===== src/rtl/bcd_timer_pkg.sv =====
// -----------------------------------------------------------------------------
// bcd_timer_pkg
// Shared types and constants for the BCD countdown timer.
//   timer_state_t : run/stop FSM encoding (IDLE, RUN, DONE)
//   bcd_digit_t   : one packed BCD digit
//   BCD_MAX / BCD_MAX_TENS_SEC : wrap values for plain and seconds-tens digits
//   digit_max()   : wrap value of digit position idx for a given mm:ss mode
// -----------------------------------------------------------------------------
package bcd_timer_pkg;

  typedef enum logic [1:0] {
    ST_IDLE,
    ST_RUN,
    ST_DONE
  } timer_state_t;

  typedef logic [3:0] bcd_digit_t;

  localparam bcd_digit_t BCD_MAX          = 4'd9;
  localparam bcd_digit_t BCD_MAX_TENS_SEC = 4'd5;

  // Only digit 1 (tens of seconds) is mod-6 in mm:ss mode.
  function automatic bcd_digit_t digit_max(input int idx, input int mmss_mode);
    return (mmss_mode != 0 && idx == 1) ? BCD_MAX_TENS_SEC : BCD_MAX;
  endfunction

endpackage


===== src/rtl/bcd_digit_cell.sv =====
// -----------------------------------------------------------------------------
// bcd_digit_cell
// One digit of the BCD down-counter with its own register.
//   clk, resetN  : clock, asynchronous active-low reset (digit -> 0)
//   borrow_in    : decrement request from the digit below (or the tick for digit 0)
//   max_val      : value the digit wraps to when it borrows from 0
//   load         : synchronous load, wins over borrow_in
//   load_val     : value loaded when load=1
//   digit        : current digit value
//   digit_dec    : value after a pending decrement, ignoring load
//   borrow_out   : digit==0 && borrow_in, forwarded to the next digit up
//   is_zero      : digit==0
// -----------------------------------------------------------------------------
module bcd_digit_cell
  import bcd_timer_pkg::*;
(
  input  logic       clk,
  input  logic       resetN,
  input  logic       borrow_in,
  input  bcd_digit_t max_val,
  input  logic       load,
  input  bcd_digit_t load_val,
  output bcd_digit_t digit,
  output bcd_digit_t digit_dec,
  output logic       borrow_out,
  output logic       is_zero
);

  bcd_digit_t digit_q, digit_d;

  // NOTE: digit_dec gets its default before the conditional update so every
  // path assigns it; without that this process would infer a latch.
  always_comb begin
    digit_dec = digit_q;
    if (borrow_in) begin
      digit_dec = (digit_q == 4'd0) ? max_val : digit_q - 4'd1;
    end
  end

  assign digit_d = load ? load_val : digit_dec;

  // NOTE: state registers use non-blocking assignments so every flop samples
  // values from before the edge, independent of process ordering.
  always_ff @(posedge clk or negedge resetN) begin
    if (!resetN) begin
      digit_q <= 4'd0;
    end else begin
      digit_q <= digit_d;
    end
  end

  assign digit      = digit_q;
  assign is_zero    = (digit_q == 4'd0);
  assign borrow_out = borrow_in && (digit_q == 4'd0);

endmodule


===== src/rtl/bcd_down_timer.sv =====
// -----------------------------------------------------------------------------
// bcd_down_timer
// Multi-digit BCD countdown timer with a run/stop FSM (IDLE, RUN, DONE).
//   clk      : system clock
//   resetN   : asynchronous active-low reset
//   loadN    : synchronous active-low load of datain (count and shadow), -> IDLE
//   datain   : packed BCD preset, digit 0 in [3:0]; out-of-range digits clamp
//   start    : IDLE -> RUN when count != 0
//   pause    : level, freezes counting in RUN (ticks are dropped)
//   tick     : count-enable strobe, one decrement per tick in RUN
//   count    : packed BCD current value
//   tc       : combinational count == 0
//   running  : registered state == RUN
//   expired  : registered one-cycle pulse when a tick takes count to zero
//   warn     : (only with BCD_TIMER_WARN_EN) registered, RUN and
//              0 < count <= WARN_THRESH
// Configuration macro: BCD_TIMER_WARN_EN adds the warn output and compare.
// WARN_THRESH is BCD-packed, so the default 'h10 means ten.
// -----------------------------------------------------------------------------
module bcd_down_timer
  import bcd_timer_pkg::*;
#(
  parameter int                      NUM_DIGITS  = 3,
  parameter int                      MMSS_MODE   = 0,
  parameter int                      AUTO_RELOAD = 0,
  parameter logic [4*NUM_DIGITS-1:0] WARN_THRESH = (4*NUM_DIGITS)'(8'h10)
) (
  input  logic                    clk,
  input  logic                    resetN,
  input  logic                    loadN,
  input  logic [4*NUM_DIGITS-1:0] datain,
  input  logic                    start,
  input  logic                    pause,
  input  logic                    tick,
  output logic [4*NUM_DIGITS-1:0] count,
  output logic                    tc,
  output logic                    running,
  output logic                    expired
`ifdef BCD_TIMER_WARN_EN
  ,
  output logic                    warn
`endif
);

  localparam int W = 4 * NUM_DIGITS;

  timer_state_t          state_q, state_d;
  logic [W-1:0]          shadow_q, shadow_d;
  logic                  running_q, expired_q, expired_d;

  logic [W-1:0]          datain_clamped;
  logic [W-1:0]          count_dec;
  logic [W-1:0]          cell_load_val;
  logic                  cell_load;
  logic [NUM_DIGITS:0]   borrow;
  logic [NUM_DIGITS-1:0] digit_zero;
  logic                  dec_en, hit_zero, reload;
  logic                  top_borrow_unused;

  // loadN outranks everything; start only acts in IDLE, so tick needs only RUN.
  assign dec_en    = loadN && (state_q == ST_RUN) && tick && !pause;
  // Decrementing to zero is seen from the pre-load decrement result.
  assign hit_zero  = dec_en && (count_dec == '0);
  assign reload    = hit_zero && (AUTO_RELOAD != 0) && (shadow_q != '0);
  assign cell_load = !loadN || reload;
  assign cell_load_val = !loadN ? datain_clamped : shadow_q;

  assign borrow[0] = dec_en;
  // Count is never zero while RUN, so the top digit never borrows out.
  assign top_borrow_unused = borrow[NUM_DIGITS];

  for (genvar i = 0; i < NUM_DIGITS; i++) begin : g_digit
    localparam bcd_digit_t MaxVal = digit_max(i, MMSS_MODE);

    assign datain_clamped[4*i +: 4] =
      (datain[4*i +: 4] > MaxVal) ? MaxVal : datain[4*i +: 4];

    bcd_digit_cell u_cell (
      .clk        (clk),
      .resetN     (resetN),
      .borrow_in  (borrow[i]),
      .max_val    (MaxVal),
      .load       (cell_load),
      .load_val   (cell_load_val[4*i +: 4]),
      .digit      (count[4*i +: 4]),
      .digit_dec  (count_dec[4*i +: 4]),
      .borrow_out (borrow[i+1]),
      .is_zero    (digit_zero[i])
    );
  end

  assign tc = &digit_zero;

  always_comb begin
    state_d   = state_q;
    shadow_d  = shadow_q;
    expired_d = 1'b0;
    if (!loadN) begin
      state_d  = ST_IDLE;
      shadow_d = datain_clamped;
    end else begin
      unique case (state_q)
        ST_IDLE: if (start && !tc) state_d = ST_RUN;
        ST_RUN: begin
          if (hit_zero) begin
            expired_d = 1'b1;
            if (!reload) state_d = ST_DONE;
          end
        end
        ST_DONE: state_d = ST_DONE;
        default: state_d = ST_IDLE;
      endcase
    end
  end

  always_ff @(posedge clk or negedge resetN) begin
    if (!resetN) begin
      state_q   <= ST_IDLE;
      shadow_q  <= '0;
      running_q <= 1'b0;
      expired_q <= 1'b0;
    end else begin
      state_q   <= state_d;
      shadow_q  <= shadow_d;
      running_q <= (state_d == ST_RUN);
      expired_q <= expired_d;
    end
  end

  assign running = running_q;
  assign expired = expired_q;

`ifdef BCD_TIMER_WARN_EN
  logic [W-1:0] count_d;
  logic         warn_q;

  // Compare against next-cycle values so warn lines up with the count shown.
  // Valid packed BCD orders the same as its raw binary bits.
  assign count_d = cell_load ? cell_load_val : count_dec;

  always_ff @(posedge clk or negedge resetN) begin
    if (!resetN) begin
      warn_q <= 1'b0;
    end else begin
      warn_q <= (state_d == ST_RUN) && (count_d <= WARN_THRESH) && (count_d != '0);
    end
  end

  assign warn = warn_q;
`else
  localparam logic [W-1:0] WarnThreshUnused = WARN_THRESH;
`endif

endmodule

===== config.mk =====
export PLATFORM = sky130hd
export DESIGN_NAME = bcd_down_timer
export DESIGN_NICKNAME = d
export VERILOG_FILES = /design/src/rtl/bcd_timer_pkg.sv /design/src/rtl/bcd_digit_cell.sv /design/src/rtl/bcd_down_timer.sv
export SDC_FILE = /design/constraint.sdc
export NUM_CORES = 1
export LEC_CHECK = 0
export BUFFER_PORTS_ARGS = -buffer_cell sky130_fd_sc_hd__buf_2
export CAP_MARGIN = 20
export CORE_UTILIZATION = 35
export DETAILED_ROUTE_END_ITERATION = 6
export PLACE_DENSITY = 0.68
export SLEW_MARGIN = 15
export SYNTH_ARGS = -nofsm -noshare
export SYNTH_HDL_FRONTEND = slang
export SYNTH_HIERARCHICAL = 1
export SYNTH_SLANG_ARGS = --single-unit

===== constraint.sdc =====
create_clock -name clk -period 3 [get_ports clk]
set_input_delay 0.6 -clock clk [delete_from_list [all_inputs] [get_ports clk]]
set_output_delay 0.6 -clock clk [all_outputs]
set_load 0.01 [all_outputs]

==> metrics.txt <==
# TYPE chip_impl_metric gauge
chip_impl_info{name="status",value="finished with violations"} 1
chip_impl_info{name="violated_checks",value="negative setup slack"} 1
chip_impl_metric{name="setup.reg_to_reg.worst_slack",unit="ns"} -0.006
chip_impl_info{name="crit_path_frequent_cell",value="sky130_fd_sc_hd__and2_4"} 1
chip_impl_metric{name="maxSlewViolCount",unit=""} 0
chip_impl_metric{name="p_per_area",unit="nW/um^2"} 424
chip_impl_metric{name="hold_violations",unit=""} 0
chip_impl_metric{name="worst-slew-pin-transition",unit="ns"} 0.636
chip_impl_metric{name="post_dr_wirelength_cell",unit="um"} 14.3
chip_impl_info{name="critical_path.cell_chain",value="inv_2 > ha_4 > nor3b_4 > and2_4 > and2_4 > or4b_4 > nand2_2 > o31ai_2 > or4_1 > or4_4 > o2111a_1"} 1
chip_impl_info{name="hold_class",value="in -> async"} 1
chip_impl_metric{name="routed_vias",unit=""} 1484
chip_impl_metric{name="grt_first_pass_wirelength",unit="mm"} 6.72
chip_impl_info{name="ctsRootBufferMaster",value="sky130_fd_sc_hd__clkbuf_8"} 1
chip_impl_metric{name="critPathMaxStageDelay",unit="ns"} 0.47
chip_impl_metric{name="final_area",unit="sq um"} 2220
chip_impl_metric{name="arrival",unit="ns"} 3.18
chip_impl_metric{name="initial_antenna_violation_count",unit=""} 0
chip_impl_metric{name="power_switching_share",unit=""} 0.296
chip_impl_metric{name="cts_num_sinks",unit=""} 28
chip_impl_metric{name="ff2ff_path_depth",unit=""} 11
chip_impl_metric{name="crit_path_max_fanout",unit=""} 4
chip_impl_metric{name="power",unit="uW"} 939
chip_impl_metric{name="clkLatencyLatePin",unit="ns"} 0.27
chip_impl_info{name="final_common_cell",value="sky130_fd_sc_hd__buf_2"} 1
chip_impl_metric{name="combPwrFrac",unit=""} 0.285
chip_impl_info{name="r2r-end",value="state_q[0]$_DFF_PN0_"} 1
chip_impl_metric{name="row_count",unit=""} 24
chip_impl_info{name="cts_tree",value="built"} 1
chip_impl_metric{name="firstDrtPassIters",unit=""} 4
chip_impl_metric{name="final_min_period_over_clock_period",unit=""} 1.00
chip_impl_metric{name="place_ws",unit="ns"} -0.149
chip_impl_metric{name="fp.dieW",unit="um"} 71.6
chip_impl_info{name="cp_slowest_cell",value="sky130_fd_sc_hd__or4b_4"} 1
chip_impl_metric{name="nets",unit=""} 258
chip_impl_metric{name="total_routed_wirelength",unit="mm"} 4.12
chip_impl_metric{name="p_switching",unit="uW"} 278
chip_impl_metric{name="post-route-min-period",unit="ns"} 3.01
chip_impl_info{name="cpLargestDelayFamily",value="simple AND/OR/NAND/NOR gates"} 1
chip_impl_metric{name="sum_of_overflow_across_all_layers_after_global_routing",unit=""} 0
chip_impl_metric{name="drt.antenna.violating_nets",unit=""} 0
chip_impl_metric{name="max-clock-path-buffers",unit=""} 2
chip_impl_metric{name="power.clock.fraction",unit=""} 0.247
chip_impl_metric{name="place_area",unit="sq um"} 2110
chip_impl_metric{name="gr_usage_total",unit=""} 0.168
chip_impl_info{name="timing.rr.start",value="g_digit[0].u_cell/digit[0]$_DFF_PN0_"} 1
chip_impl_metric{name="crit_buf_inv",unit=""} 1
chip_impl_metric{name="cellLeakagePower",unit="nW"} 1.02
chip_impl_info{name="unrepaired_setup_endpoints_after_global_routing",value="yes"} 1
chip_impl_metric{name="yosys_warning_total",unit=""} 6
chip_impl_metric{name="numPortBuffers",unit=""} 32
chip_impl_metric{name="final_layout_size_suffix_gt1_frac",unit=""} 0.390
chip_impl_metric{name="syn-cell-area",unit="sq um"} 1690
chip_impl_metric{name="area_of_the_placeable_core",unit="sq um"} 4500
chip_impl_metric{name="num-fill-cells",unit=""} 431
chip_impl_metric{name="critical_path_required",unit="ns"} 3.17
chip_impl_info{name="most-common-layout-cells",value="sky130_fd_sc_hd__buf_2 (32), sky130_fd_sc_hd__dfrtp_1 (28), sky130_fd_sc_hd__buf_4 (27)"} 1
chip_impl_metric{name="detailedPlacementHpwl",unit="mm"} 2.99
chip_impl_metric{name="layout.core_utilization",unit=""} 0.492
chip_impl_metric{name="drv_cap",unit=""} 0
chip_impl_metric{name="post_synth.cell_area_avg",unit="sq um"} 9.91
chip_impl_metric{name="floorplan.die.height",unit="um"} 71.6
chip_impl_metric{name="synthCells",unit=""} 171
chip_impl_metric{name="floorplan.io_pins",unit=""} 33
chip_impl_metric{name="vias_in_the_first_global_route",unit=""} 1418
chip_impl_metric{name="worst_clock_skew",unit="ns"} 0.00114
chip_impl_metric{name="ir_drop",unit="mV"} 0.297
chip_impl_metric{name="setup_ws",unit="ns"} -0.00623
chip_impl_info{name="critPathCaptureType",value="flip-flop"} 1
chip_impl_metric{name="max_slew_margin",unit=""} 0.576
chip_impl_metric{name="grt_start_max_net_pins",unit=""} 31
chip_impl_metric{name="full_die_area",unit="sq um"} 5120
chip_impl_metric{name="globalplace.congestion",unit=""} 0.832
chip_impl_metric{name="routed_via_density",unit=""} 5.15
chip_impl_metric{name="postCtsHoldBufs",unit=""} 0
chip_impl_metric{name="initial_core_util",unit=""} 0.376
chip_impl_metric{name="sequentialPowerShare",unit=""} 0.468
chip_impl_metric{name="post-route-drc-count",unit=""} 0
chip_impl_info{name="critPathKind",value="reg -> reg"} 1
chip_impl_metric{name="areaGrowthSynthToFinish",unit="%"} 30.8
chip_impl_metric{name="cts.clk_slew.worst_paths",unit="ns"} 0.09
chip_impl_metric{name="insertedDiodeCount",unit=""} 0
chip_impl_metric{name="final-setup-viol-count",unit=""} 2
chip_impl_metric{name="fmaxAchievable",unit="MHz"} 333
chip_impl_info{name="startpoint_type",value="flip-flop"} 1
chip_impl_metric{name="clock_tree.htree_level_count",unit=""} 1
chip_impl_metric{name="cell_internal_pwr",unit="uW"} 661
chip_impl_metric{name="number_of_buffers_created_by_cts",unit=""} 3
chip_impl_metric{name="detail_route.iter0.violations",unit=""} 70
worst register-to-register path, stage by stage (launching register included):
cell	delay, ns
sky130_fd_sc_hd__dfrtp_1	0.40
sky130_fd_sc_hd__inv_2	0.09
sky130_fd_sc_hd__ha_4	0.14
sky130_fd_sc_hd__nor3b_4	0.19
sky130_fd_sc_hd__and2_4	0.17
sky130_fd_sc_hd__and2_4	0.13
sky130_fd_sc_hd__or4b_4	0.47
sky130_fd_sc_hd__nand2_2	0.09
sky130_fd_sc_hd__o31ai_2	0.06
sky130_fd_sc_hd__or4_1	0.46
sky130_fd_sc_hd__or4_4	0.45
sky130_fd_sc_hd__o2111a_1	0.25
power by group through the flow:
| stage | Sequential (mW) | Clock, mW | Combinational (mW) |
|---|---|---|---|
| after floorplan | 0.459 | 0 | 0.132 |
| after global placement | 0.444 | 0 | 0.249 |
| after detailed placement | 0.446 | 0 | 0.254 |
| after CTS | 0.439 | 0.244 | 0.260 |
| after global routing | 0.443 | 0.261 | 0.294 |
| final | 0.439 | 0.232 | 0.268 |
layer usage:
metal  wire [um]  share of wire  GRT usage  up-vias
met4          31         0.0075     0.0327        0
li1            -              -          -      753
met2        1980           0.48      0.280       41
met1        1940           0.47      0.230      683
met5           0              0          0        -
met3         172          0.042     0.0338        7
stage by stage:
| step | TNS, ns | hold WS (ns) | std cells |
|---|---|---|---|
| 3_3_place_gp | -0.230 | 0.479 | 280 |
| 5_1_grt | -0.191 | 0.372 | 288 |
| 6_report | -0.0123 | 0.335 | 288 |
| 2_1_floorplan | -1.07 | 0.304 | 181 |
| 3_5_place_dp | -0.306 | 0.485 | 280 |
| 4_1_cts | 0 | 0.350 | 286 |
repair_timing:
action                                  4_1_cts  5_1_grt
endpoints found under the setup margin        2        2
setup buffers                                 2        2
gates resized for setup                       3        3
sequential cells by signal, indices dropped and copies added, names as in the netlist:
signal / count
running: 1
state_q: 2
expired: 1
g_digit.u_cell/digit: 12
shadow_q: 12
layout make-up:
type	count	area [sq um]	area share
flip-flops and latches	28	701	0.316
inverters	15	56.3	0.0254
repair buffers	59	363	0.164
clock buffers	4	55.1	0.0248
multi-input cells	130	976	0.440
well taps	52	65.1	0.0294
how the worst max path moves through the flow:
stage / startpoint / end / slack, ns / cells after the start
3_3_place_gp: loadN / running$_DFF_PN0_ / -0.12 / 11
6_report: g_digit[0].u_cell/digit[0]$_DFF_PN0_ / state_q[0]$_DFF_PN0_ / -0.006 / 11
5_1_grt: g_digit[0].u_cell/digit[0]$_DFF_PN0_ / running$_DFF_PN0_ / -0.10 / 11
2_1_floorplan: loadN / running$_DFF_PN0_ / -0.36 / 14
4_1_cts: g_digit[0].u_cell/digit[0]$_DFF_PN0_ / running$_DFF_PN0_ / 0.007 / 11
3_5_place_dp: loadN / running$_DFF_PN0_ / -0.15 / 11
Power figures use the tool's default switching activity.
